==> src/rtl/fetch_pkg.sv <==
// Shared types and constants for the instruction fetch stage.
// Entry field widths bound INSTR_ADDR_WIDTH and INSTR_WIDTH.
package fetch_pkg;

   localparam int unsigned FETCH_AW = 32;
   localparam int unsigned FETCH_IW = 32;
   localparam logic [1:0] FETCH_ALIGN_MASK = 2'b11;

   typedef enum logic [0:0] {
      FETCH,
      DRAIN
   } fetch_state_e;

   typedef struct packed {
      logic [FETCH_AW-1:0] addr;
      logic [FETCH_IW-1:0] data;
      logic                fault;
      logic                filled;
   } fetch_entry_t;

endpackage

==> src/rtl/fetch_buffer.sv <==
// In-order fetch buffer: allocate at tail, fill oldest unfilled,
// pop at head, flush on redirect.
module fetch_buffer
   import fetch_pkg::*;
#(
   parameter  int unsigned DEPTH = 4,
   localparam int unsigned PW    = $clog2(DEPTH),
   localparam int unsigned CW    = $clog2(DEPTH + 1)
) (
   input  logic                clk,
   input  logic                rst_n,
   input  logic                flush,
   input  logic                alloc_en,
   input  fetch_entry_t        alloc_entry,
   input  logic                fill_en,
   input  logic [FETCH_IW-1:0] fill_data,
   input  logic                fill_fault,
   input  logic                pop_en,
   output fetch_entry_t        head,
   output logic                head_valid,
   output logic [CW-1:0]       occupancy,
   output logic [CW-1:0]       pending
);

   fetch_entry_t  mem_q [DEPTH];
   fetch_entry_t  mem_d [DEPTH];
   logic [PW-1:0] wr_ptr_q, wr_ptr_d;
   logic [PW-1:0] rd_ptr_q, rd_ptr_d;
   logic [CW-1:0] occ_q, occ_d;
   logic [PW-1:0] fill_idx;
   logic          fill_hit;

   assign head       = mem_q[rd_ptr_q];
   assign head_valid = (occ_q != '0);
   assign occupancy  = occ_q;

   // Misaligned entries are born filled, so the scan skips them.
   always_comb begin
      fill_idx = rd_ptr_q;
      fill_hit = 1'b0;
      pending  = '0;
      for (int unsigned i = 0; i < DEPTH; i++) begin
         if ((CW'(i) < occ_q) &&
             !mem_q[rd_ptr_q + PW'(i)].filled) begin
            pending = pending + CW'(1);
            if (!fill_hit) begin
               fill_idx = rd_ptr_q + PW'(i);
               fill_hit = 1'b1;
            end
         end
      end
   end

   always_comb begin
      mem_d    = mem_q;
      wr_ptr_d = wr_ptr_q;
      rd_ptr_d = rd_ptr_q;
      occ_d    = occ_q;
      if (flush) begin
         wr_ptr_d = '0;
         rd_ptr_d = '0;
         occ_d    = '0;
      end else begin
         if (alloc_en) begin
            mem_d[wr_ptr_q] = alloc_entry;
            wr_ptr_d        = wr_ptr_q + PW'(1);
         end
         if (fill_en && fill_hit) begin
            mem_d[fill_idx].data   = fill_fault ? '0 : fill_data;
            mem_d[fill_idx].fault  = fill_fault;
            mem_d[fill_idx].filled = 1'b1;
         end
         if (pop_en) begin
            rd_ptr_d = rd_ptr_q + PW'(1);
         end
         occ_d = occ_q + CW'(alloc_en) - CW'(pop_en);
      end
   end

   always_ff @(posedge clk or negedge rst_n) begin
      if (!rst_n) begin
         for (int unsigned i = 0; i < DEPTH; i++) begin
            mem_q[i] <= '0;
         end
         wr_ptr_q <= '0;
         rd_ptr_q <= '0;
         occ_q    <= '0;
      end else begin
         mem_q    <= mem_d;
         wr_ptr_q <= wr_ptr_d;
         rd_ptr_q <= rd_ptr_d;
         occ_q    <= occ_d;
      end
   end

endmodule

==> src/rtl/instr_fetch_unit.sv <==
// Fetch stage: issues PC addresses to instruction memory and
// hands ordered instructions to decode; drains on redirect.
module instr_fetch_unit
   import fetch_pkg::*;
#(
   parameter int unsigned INSTR_ADDR_WIDTH = 32,
   parameter int unsigned INSTR_WIDTH      = 32,
   parameter int unsigned BUF_DEPTH        = 4
) (
   input  logic                        clk,
   input  logic                        async_rst_n,
   input  logic                        clk_en,
   input  logic                        pc_valid,
   input  logic [INSTR_ADDR_WIDTH-1:0] pc_addr,
   output logic                        pc_ready,
   input  logic                        redirect,
   output logic                        mem_req_valid,
   output logic [INSTR_ADDR_WIDTH-1:0] mem_req_addr,
   input  logic                        mem_req_ready,
   input  logic                        mem_rsp_valid,
   input  logic [INSTR_WIDTH-1:0]      mem_rsp_data,
   input  logic                        mem_rsp_err,
   output logic                        instr_valid,
   output logic [INSTR_WIDTH-1:0]      instr_data,
   output logic [INSTR_ADDR_WIDTH-1:0] instr_addr,
   output logic                        instr_fault,
   input  logic                        instr_ready
);

   localparam int unsigned CW = $clog2(BUF_DEPTH + 1);

   fetch_state_e  state_q, state_d;
   logic [CW-1:0] drop_q, drop_d;
   logic [CW-1:0] occupancy, pending;
   fetch_entry_t  head, alloc_entry;
   logic          head_valid;
   logic          aligned, credit, fetching;
   logic          alloc_en, fill_en, pop_en, flush;

   assign aligned = ((pc_addr[1:0] & FETCH_ALIGN_MASK) == 2'b00);
   assign credit  = (occupancy < CW'(BUF_DEPTH));

   always_comb begin
      alloc_entry        = '0;
      alloc_entry.addr   = FETCH_AW'(pc_addr);
      alloc_entry.fault  = !aligned;
      alloc_entry.filled = !aligned;
   end

   always_ff @(posedge clk or negedge async_rst_n) begin
      if (!async_rst_n) begin
         state_q <= FETCH;
         drop_q  <= '0;
      end else begin
         state_q <= state_d;
         drop_q  <= drop_d;
      end
   end

   // A response landing with the redirect is itself dropped.
   always_comb begin
      state_d = state_q;
      drop_d  = drop_q;
      if (clk_en) begin
         unique case (state_q)
            FETCH: begin
               if (redirect) begin
                  drop_d = (mem_rsp_valid && pending != '0)
                         ? pending - CW'(1) : pending;
               end
            end
            DRAIN: begin
               if (mem_rsp_valid && drop_q != '0) begin
                  drop_d = drop_q - CW'(1);
               end
            end
            default: ;
         endcase
         state_d = (drop_d != '0) ? DRAIN : FETCH;
      end
   end

   always_comb begin
      fetching      = clk_en && (state_q == FETCH) && !redirect;
      mem_req_valid = fetching && credit && pc_valid && aligned;
      pc_ready      = fetching && credit && pc_valid &&
                      (!aligned || mem_req_ready);
      mem_req_addr  = mem_req_valid ? pc_addr : '0;
      alloc_en      = pc_ready;
      fill_en       = fetching && mem_rsp_valid;
      flush         = clk_en && redirect;
      instr_valid   = clk_en && !redirect && head_valid && head.filled;
      pop_en        = instr_valid && instr_ready;
      instr_data    = instr_valid ? INSTR_WIDTH'(head.data) : '0;
      instr_addr    = instr_valid ? INSTR_ADDR_WIDTH'(head.addr) : '0;
      instr_fault   = instr_valid && head.fault;
   end

   fetch_buffer #(
      .DEPTH (BUF_DEPTH)
   ) u_buf (
      .clk         (clk),
      .rst_n       (async_rst_n),
      .flush       (flush),
      .alloc_en    (alloc_en),
      .alloc_entry (alloc_entry),
      .fill_en     (fill_en),
      .fill_data   (FETCH_IW'(mem_rsp_data)),
      .fill_fault  (mem_rsp_err),
      .pop_en      (pop_en),
      .head        (head),
      .head_valid  (head_valid),
      .occupancy   (occupancy),
      .pending     (pending)
   );

endmodule
==> config.mk <==
export PLATFORM = sky130hd
export DESIGN_NAME = instr_fetch_unit
export DESIGN_NICKNAME = d
export VERILOG_FILES = /design/src/rtl/fetch_pkg.sv /design/src/rtl/fetch_buffer.sv /design/src/rtl/instr_fetch_unit.sv
export SDC_FILE = /design/constraint.sdc
export NUM_CORES = 1
export LEC_CHECK = 0
export CAP_MARGIN = 5
export CELL_PAD_IN_SITES_DETAIL_PLACEMENT = 1
export CELL_PAD_IN_SITES_GLOBAL_PLACEMENT = 1
export CORE_MARGIN = 2
export CORE_UTILIZATION = 32
export DETAILED_ROUTE_END_ITERATION = 10
export PLACE_DENSITY_LB_ADDON = 0.08
export SLEW_MARGIN = 20
export SYNTH_ARGS = -nofsm -noshare
export SYNTH_HDL_FRONTEND = slang
export SYNTH_SLANG_ARGS = --single-unit
==> constraint.sdc <==
create_clock -name clk -period 4.7 [get_ports clk]
set_clock_uncertainty 0.15 [all_clocks]
set_input_delay 1.41 -clock clk [delete_from_list [all_inputs] [get_ports clk]]
set_output_delay 1.41 -clock clk [all_outputs]
set_load 0.005 [all_outputs]
==> impl_metrics.tcl <==
set metrics [dict create \
    switchingPower_mw 1.92 \
    intPower_mw 5.28 \
    grt_overflow 0 \
    io_pins 173 \
    die_w_um 212 \
    clock_path_buffers 3 \
    drtAntennaViolNets 0 \
    fp.dieH_um 212 \
    fillers 4451 \
    slew_headroom_pct 43.0 \
    finalSetupViolations 0 \
    clkPwrFrac_pct 38.8 \
    utilization_pct 41.4 \
    avgSynthCellArea_um2 12.7 \
    slew_violations 0 \
    cts-htree-levels 2 \
    synth_cells 1090 \
    cts_tree "done" \
    diodes 0 \
    synth-edff-count 0 \
    irDropWorstVdd_uv 243 \
    cp_top_family "buffers and inverters" \
    dp_hpwl_um 24000 \
    power.density_nw_per_um2 405 \
    reg2reg_slack_ps 700 \
    instances_no_fill 1888 \
    r2r_end "state_q" \
    die_area_um2 44900 \
    num_rows 76 \
    max_cap_viol_count 0 \
    layout.nets 1367 \
    timing.hold.ws_ps 350 \
    hold_path_class "register to register" \
    via_per_inst 4.83 \
    synth_top_area_share_pct 49.7 \
    path_class "input pin to output port" \
    wl_per_cell_um 20.8 \
    yosysTopAreaCell "dfrtp_1" \
    cp-start-kind "input pin" \
    combPwrFrac_pct 20.6 \
    place_inst 1818 \
    first_pass_iters 4 \
    cts_buffers 35 \
    grt_max_degree 98 \
    crit_path_cell_trace "clkdlybuf4s15_2, inv_1, nand4_1, buf_6, buf_4, nor2b_1, clkdlybuf4s50_1" \
    arrival_ps 3010 \
    max_freq_mhz 219 \
    status "finished, final reports clean" \
    p_leak_nw 8.12 \
    cts_hold_buf 0 \
    cp-end-kind "output port" \
    cts_root_buf "clkbuf_16" \
    critPathMaxFanout 18 \
    hold_depth 1 \
    yosysWarnings 0 \
    required_ps 3140 \
    finalCritPeriodShare_pct 97.2 \
    wl_um 39200 \
    synthTopCellsByArea "dfrtp_1, mux4_2, mux2_2, mux2i_1, nand2_1" \
    min_period_ps 4570 \
    synth_async_sr_flop_share_pct 100 \
    rsz0062_at_grt "no" \
    r2r-start "u_buf.rd_ptr_q[0]" \
    clk_pin_slew_ps 60 \
    yosysSeqAreaShare_pct 49.7 \
    area_growth_pct 28.5 \
    crit_buf_inv 5 \
    critical_path.max_stage_delay_ps 540 \
    post_dp_cell_area_um2 16500 \
    antenna_found_initial 2 \
    start_util_pct 32.3 \
    grt_pass1_vias 10100 \
    worst_slew_pin_slew_ps 855 \
    drc_errors 0 \
    grt_pass1_wl_um 62300 \
    reg2reg_depth 13 \
    drt-initial-drc-count 337 \
    clock_latency_ps 530 \
    layout-drive-gt1-share_pct 25.2 \
    io_buffers 170 \
    core_area_um2 42900 \
    swShare_pct 26.6 \
    seqPwrFrac_pct 40.6 \
    cts_sinks 275 \
    netlist_area_um2 13800 \
    synth_seq_cells 275 \
    vias 9114 \
    yosysUniqueCellTypes 45 \
    crit_path_top_delay_cell "clkdlybuf4s50_1" \
    synth_ff_type "dfrtp_1" \
    routabilityCongestion 0.689 \
    power.total_mw 7.19 \
    final_area_um2 17800 \
    final-hold-violation-count 0 \
    grt_util_all_layers_pct 18.3 \
]
how the worst max path moves through the flow:
stage                            from                to  slack, ps  depth (start not counted)
floorplan                    redirect  mem_req_addr[22]        470                          6
global placement             redirect  mem_req_addr[18]       -230                          7
detailed placement           redirect  mem_req_addr[12]       -280                          7
CTS                          pc_valid  mem_req_addr[12]         40                          8
global route        u_buf.rd_ptr_q[0]    instr_data[23]          5                          4
finish                       redirect     instr_addr[7]        130                          7
routing by layer:
metal  vias up  part of all wire [%]  track usage (%)
met2       122                    47             29.7
met3        47                   2.9             2.58
met4         2                   2.0             5.20
met1      4766                    48             25.4
met5         -                 0.046                0
li1       4177                     -                -
area by class of cell:
| type | count | area [µm²] | area share [%] |
|---|---|---|---|
| timing repair buffer | 228 | 2350 | 13.2 |
| clock buffer | 49 | 1010 | 5.68 |
| tap | 585 | 732 | 4.12 |
| inverter | 15 | 56.3 | 0.317 |
| clock inverter | 15 | 193 | 1.08 |
| multi-input combinational | 721 | 6540 | 36.8 |
| sequential | 275 | 6890 | 38.8 |
timing repair:
action | in CTS | in global routing
pin swaps | 3 | 2
gates resized for setup | 44 | 1
endpoints found under the setup margin | 83 | 9
buffers inserted | 5 | 0
cloned | 2 | 0
synthesized netlist by cell type (2+ instances only):
cell and n:
nand2_1 175, o21ai_0 8, nor2_4 2, nand3_1 3, and2_0 2, ha_1 17
buf_1 14, o41a_1 2, mux4_2 68, dfrtp_1 275, mux2_2 130, mux2i_1 140
nor2_1 21, buf_2 12, inv_1 15, nor3_1 2, nand4_1 3, or3_1 7
xnor2_1 5, clkbuf_1 36, nand2b_1 4, a21oi_1 8, a31oi_1 2, nor2b_1 67
and2_1 35, buf_4 12, buf_6 6, nor3b_1 2
through the flow:
step           setup TNS, ps  setup slack [ps]
6_report                   0               134
5_1_grt                    0              4.51
4_1_cts                    0              44.3
3_5_place_dp          -11670              -283
3_3_place_gp           -9350              -228
2_1_floorplan              0               471
logic make-up after synthesis:
group	Yosys count	synth area share (%)
and+or+nand+nor	326	11.3
adders and majority gates	18	1.68
xor gates and xnor gates	9	0.778
muxes	339	31.9
DFF	275	49.7
buffers and inverters	95	3.34
other	1	0.0271
AOI/OAI and AO/OA	27	1.28
placed cells by master, fill, tap and decap left out, types with 36 or more instances in the layout:
cell	n
dfrtp_1	273
clkdlybuf4s50_1	135
mux2i_1	140
and2_1	37
nor2b_1	67
mux4_2	68
mux2_2	130
clkbuf_16	36
nand2_1	175
buf_4	37
power by group through the flow:
stage                     registers [mW]  logic [mW]  clock network, mW
after CTS                           2.92        1.52               2.89
after global placement              2.95        1.48                  0
after global routing                2.97        1.66               2.99
after floorplan                     2.87        1.09                  0
final                               2.92        1.48               2.79
after detailed placement            2.95        1.50                  0
(Power assumes the default switching activity.)
